File: config.mk
export PLATFORM = sky130hd
export DESIGN_NAME = branch_cond_unit
export DESIGN_NICKNAME = d
export VERILOG_FILES = /design/src/rtl/branch_cond_pkg.sv /design/src/rtl/branch_cond_unit_cond_eval.sv /design/src/rtl/branch_cond_unit.sv
export SDC_FILE = /design/constraint.sdc
export NUM_CORES = 1
export LEC_CHECK = 0
export CORE_ASPECT_RATIO = 1.4
export CORE_MARGIN = 2
export CORE_UTILIZATION = 52
export CTS_CLUSTER_SIZE = 12
export DETAILED_ROUTE_END_ITERATION = 10
export PLACE_DENSITY = 0.75
export REMOVE_ABC_BUFFERS = 1
export SYNTH_ARGS = -nofsm -noshare
export SYNTH_HDL_FRONTEND = slang
export SYNTH_HIERARCHICAL = 1
export SYNTH_SLANG_ARGS = --single-unit
export TNS_END_PERCENT = 100
File: constraint.sdc
create_clock -name clk -period 2.9 [get_ports clk]
set_input_delay 0.725 -clock clk [delete_from_list [all_inputs] [get_ports clk]]
set_output_delay 0.725 -clock clk [all_outputs]
set_load 0.02 [all_outputs]
File: src/rtl/branch_cond_pkg.sv
// Shared types for the branch condition unit: condition codes, FSM states and the CC field width.
package branch_cond_pkg;

    localparam int CC_W = 3;

    typedef enum logic [2:0] {
        CC_EQ = 3'b000,
        CC_NE = 3'b001,
        CC_PL = 3'b010,
        CC_MI = 3'b011,
        CC_GT = 3'b100,
        CC_LE = 3'b101,
        CC_AL = 3'b110,
        CC_NV = 3'b111
    } cond_code_e;

    typedef enum logic [1:0] {
        IDLE   = 2'b00,
        WAIT_B = 2'b01,
        RESULT = 2'b10
    } bcu_state_e;

endpackage

File: src/rtl/branch_cond_unit_cond_eval.sv
// Combinational condition evaluator: tests a sign-extended (DATA_W+1)-bit value against a condition code.
module cond_eval
    import branch_cond_pkg::*;
#(
    parameter int DATA_W = 32
) (
    input  logic signed [DATA_W:0] value_i,
    input  cond_code_e             cc_i,
    output logic                   taken_o
);

    logic is_zero;
    logic is_neg;

    assign is_zero = (value_i == '0);
    assign is_neg  = value_i[DATA_W];

    always_comb begin
        taken_o = 1'b0;
        unique case (cc_i)
            CC_EQ:   taken_o = is_zero;
            CC_NE:   taken_o = !is_zero;
            CC_PL:   taken_o = !is_neg;
            CC_MI:   taken_o = is_neg;
            CC_GT:   taken_o = !is_neg && !is_zero;
            CC_LE:   taken_o = is_neg || is_zero;
            CC_AL:   taken_o = 1'b1;
            CC_NV:   taken_o = 1'b0;
            default: taken_o = 1'b0;
        endcase
    end

endmodule

File: src/rtl/branch_cond_unit.sv
// CON flag unit: evaluates a condition on one operand or on A-B, holding the result until acknowledged.
// Optional BRANCH_STATS_EN adds saturating evaluation/taken counters.
module branch_cond_unit
    import branch_cond_pkg::*;
#(
    parameter int DATA_W = 32,
    parameter int CC_W   = 3,
    parameter int STAT_W = 16
) (
    input  logic              clk,
    input  logic              reset_n,
    input  logic [CC_W-1:0]   cc_in,
    input  logic              two_op,
    input  logic [DATA_W-1:0] bus_in,
    input  logic              in_valid,
    output logic              in_ready,
    input  logic              abort,
    output logic              con_out,
    output logic              con_valid,
    input  logic              con_ack,
    output logic              busy
`ifdef BRANCH_STATS_EN
    ,
    output logic [STAT_W-1:0] eval_cnt,
    output logic [STAT_W-1:0] taken_cnt
`endif
);

    bcu_state_e        state_q;
    logic [DATA_W-1:0] opa_q;
    cond_code_e        cc_q;
    logic              con_q;

    logic                   transfer;
    logic                   eval_fire;
    logic signed [DATA_W:0] bus_ext;
    logic signed [DATA_W:0] opa_ext;
    logic signed [DATA_W:0] eval_value_d;
    cond_code_e             eval_cc_d;
    logic                   taken_d;

    assign in_ready  = (state_q != RESULT);
    assign con_valid = (state_q == RESULT);
    assign busy      = (state_q != IDLE);
    assign con_out   = con_q;

    // abort overrides any operand offered in the same cycle
    assign transfer  = in_valid && in_ready && !abort;
    assign eval_fire = transfer && ((state_q == WAIT_B) || (state_q == IDLE && !two_op));

    assign bus_ext = {bus_in[DATA_W-1], bus_in};
    assign opa_ext = {opa_q[DATA_W-1], opa_q};

    // One extra bit on the difference keeps the sign correct when A-B overflows DATA_W
    always_comb begin
        eval_value_d = bus_ext;
        eval_cc_d    = cond_code_e'(cc_in);
        if (state_q == WAIT_B) begin
            eval_value_d = opa_ext - bus_ext;
            eval_cc_d    = cc_q;
        end
    end

    cond_eval #(
        .DATA_W (DATA_W)
    ) u_cond_eval (
        .value_i (eval_value_d),
        .cc_i    (eval_cc_d),
        .taken_o (taken_d)
    );

    always_ff @(posedge clk or negedge reset_n) begin
        if (!reset_n) begin
            state_q <= IDLE;
            opa_q   <= '0;
            cc_q    <= CC_EQ;
            con_q   <= 1'b0;
        end else if (abort) begin
            state_q <= IDLE;
        end else begin
            unique case (state_q)
                IDLE: begin
                    if (transfer) begin
                        if (two_op) begin
                            opa_q   <= bus_in;
                            cc_q    <= cond_code_e'(cc_in);
                            state_q <= WAIT_B;
                        end else begin
                            con_q   <= taken_d;
                            state_q <= RESULT;
                        end
                    end
                end
                WAIT_B: begin
                    if (transfer) begin
                        con_q   <= taken_d;
                        state_q <= RESULT;
                    end
                end
                RESULT: begin
                    if (con_ack) begin
                        state_q <= IDLE;
                    end
                end
                default: state_q <= IDLE;
            endcase
        end
    end

`ifdef BRANCH_STATS_EN
    logic [STAT_W-1:0] eval_cnt_q;
    logic [STAT_W-1:0] taken_cnt_q;

    assign eval_cnt  = eval_cnt_q;
    assign taken_cnt = taken_cnt_q;

    always_ff @(posedge clk or negedge reset_n) begin
        if (!reset_n) begin
            eval_cnt_q  <= '0;
            taken_cnt_q <= '0;
        end else if (eval_fire) begin
            if (eval_cnt_q != '1) begin
                eval_cnt_q <= eval_cnt_q + 1'b1;
            end
            if (taken_d && (taken_cnt_q != '1)) begin
                taken_cnt_q <= taken_cnt_q + 1'b1;
            end
        end
    end
`endif

endmodule
==> metrics <==
post-synth design cell area 3910 sq um; Nets 757; via count 4695; clock sinks 38; cts hold-fix bufs 0; VDD IR-drop max 314 uV; share of cells above drive strength 1 0.415; largest family of logic cells by synthesized area compound AO/OA/AOI/OAI gates; chip height 107 um; DRT antenna net count 0; first-iteration detailed-routing DRC count 303; Synth area leader dfrtp_1; Hold Startpoint opa_q[28]$_DFFE_PN0P_; first-pass GRT wire length 22.8 mm; hold endpoint opa_q[28]$_DFFE_PN0P_; HPWL after detailed placement 8.76 mm; Initial Utilization 0.534; Startpoint Class primary input; setup_tns -0.728 ns; FF-to-FF End con_out$_DFFE_PN0P_; Cell Pwr Density 572 nW/um^2; failing checks negative setup slack; busiest grt layer met2; Slew HR 0.373; sequential fraction of the synthesis area 0.243; Final Cycle Share 1.25; final non-filler cell total 781; maximum fanout along the worst path 3; critical path cell sequence clkdlybuf4s15_1, inv_2, ha_4, nand2_1, o21a_1, o221a_4, o221a_2, o41ai_4, buf_4, mux2i_2, o2111ai_2, nor4_2, nand4_1, o22ai_1, nand3_1, mux2_4; XOR/XNOR share of the synthesized area 0.0448; die footprint 8240 sq um; Max stage delay cell, worst path ha_4; FMAX 276 MHz; max-cap viol count 0; Slew Viols, Final 0; fin worst setup slack -0.728 ns; RePlAce Congestion 0.998; FF-to-FF Start opa_q[1]$_DFFE_PN0P_; outcome finished, violations left; CTS max path bufs 2; met2 Resource Use GR 0.624; commonest non-fill, non-tap cell in the layout buf_4; DR WL/cell 18.0 um; CTS buffer count 5; H-tree Lvls 2; num rows 37; Fin Clk Skew 0.0132 ns; synth top area cells dfrtp_1 24%, ha_1 10%, nand2_1 9.1%, o21ai_0 7.9%, a21oi_1 3.6%; GR Util All Layers 0.344; actual slew at the worst max-slew pin 0.941 ns; final instance area 6170 sq um; M3 GR Usage 0.0455; Final setup viols 1; Worst Setup End Kind register; minimum clock period 3.63 ns; Synth Instances 526; Synth Area in Simple Gates 0.252; Hold Crit Class register to register; Cell variety after synth 62; top-area cell type share of the netlist area 0.243; Core Region 7310 sq um; area of placed instances 5200 sq um; # diodes 0; Worst-path clk slew 0.07 ns; FF-to-FF path depth 14; Fin. Hold Viols 0; met1 Use GR 0.374; P&R area growth vs syn 57.8%; R2R setup slack -0.58 ns; vias in the first global route 4918; CTS tree yes; clk root buf clkbuf_8; crit-path max cell delay 0.30 ns; Post-Synth Adder-Cell Area 0.108; overall routed net length 14.1 mm; Skew-Pair Late Insertion Delay 0.31 ns; Top FF cell, synth dfrtp_1; Compound-Gate Fraction of Synth Area 0.268; final core occ 0.843; Arr. time, crit path 3.81 ns; hold path depth 2; First-pass DRT Iterations 5; via/cell ratio 6.01; drt drc 0; Worst Path Required 3.08 ns; most frequent cells in the layout 125 x buf_4, 91 x nand2_1, 54 x o21ai_0; placed cells 747; Async S/R FF share, synth 1.00; leakage power 2.85 nW; multiplexer share of the synthesized area 0.0195; initial antenna violation count 0; critical path class primary input to register; Ys Warns 6; largest net degree at the start of global routing 69; RSZ-0062 raised after global routing yes; Post-synth EDFFs 0; chip width 77.3 um; GR Overflow Total 0; # IOs 45; Hold WS 0.494 ns; Yosys reg bits 38; syn avg cell area 7.43 sq um; IO buf count 44
==> worst max-delay path: cells and delay by family <==
| kind | cells | cell delay (ns) |
|---|---|---|
| mux | 2 | 0.50 |
| buf+inv | 3 | 0.52 |
| fa+ha+maj | 1 | 0.30 |
| simple gates | 4 | 0.61 |
| compound gates | 6 | 1.15 |
==> final cells by class <==
cell class / count / area (sq um)
flip-flops and latches: 38 / 951
fillers: 438 / 1150
multi-input cells: 423 / 3410
clock buffers: 7 / 86.3
inverters: 36 / 138
well taps: 97 / 121
repair buffers: 179 / 1460
clock inverters: 1 / 5.00
==> logic make-up (layout without fill, tap and decap cells) <==
logic type,count (synthesis),after routing
multiplexers,7,7
XOR/XNOR,20,20
AO/OA/AOI/OAI,160,160
adder cells (fa/ha/maj),33,33
flip-flops,38,38
AND/OR/NAND/NOR,203,203
buffers and inverters,65,223
==> repair_timing <==
action / 4_1_cts / 5_1_grt
gates resized for setup: 191 / 23
pin swaps: 59 / 25
buffers inserted: 23 / 4
setup endpoints to repair: 1 / 1
cloned: 0 / 0
==> worst max-delay path by stage <==
stage | from | slack (ns) | endpoint | cells past startpoint
floorplan | bus_in[0] | -0.62 | con_out$_DFFE_PN0P_ | 14
global placement | bus_in[1] | -1.66 | con_out$_DFFE_PN0P_ | 17
detailed placement | bus_in[1] | -1.76 | con_out$_DFFE_PN0P_ | 17
CTS | bus_in[1] | -0.61 | con_out$_DFFE_PN0P_ | 16
global route | bus_in[10] | -0.81 | con_out$_DFFE_PN0P_ | 17
finish | bus_in[16] | -0.73 | con_out$_DFFE_PN0P_ | 16
==> where the power goes <==
| part | internal (mW) | total (mW) | switching [mW] |
|---|---|---|---|
| sequential | 0.641 | 0.751 | 0.110 |
| clock | 0.192 | 0.400 | 0.208 |
| combinational | 1.24 | 2.38 | 1.14 |
==> stage by stage <==
stage | worst slack, ns | power (mW)
finish | -0.728 | 3.53
detailed placement | -1.76 | 2.46
global route | -0.809 | 3.73
floorplan | -0.618 | 1.69
global placement | -1.66 | 2.41
CTS | -0.610 | 3.36
==> cells in the mapped netlist (11+ instances only) <==
master / number
a21oi_1: 28
clkbuf_1: 20
ha_1: 32
o21ai_0: 62
a21o_1: 13
xor2_1: 11
dfrtp_1: 38
inv_1: 36
nor2_1: 26
nand2_1: 95
nand3_1: 17
==> sequential cells by signal, indices dropped and copies added, names as in the netlist <==
signal	cells
opa_q	32
state_q	2
cc_q	3
con_out	1
==> layer usage <==
metal	wire length, um	share of wire
met1	5300	0.38
met2	7340	0.52
met5	0	0
met4	852	0.060
met3	602	0.043
Note: power is estimated with default switching activity, not from simulation.
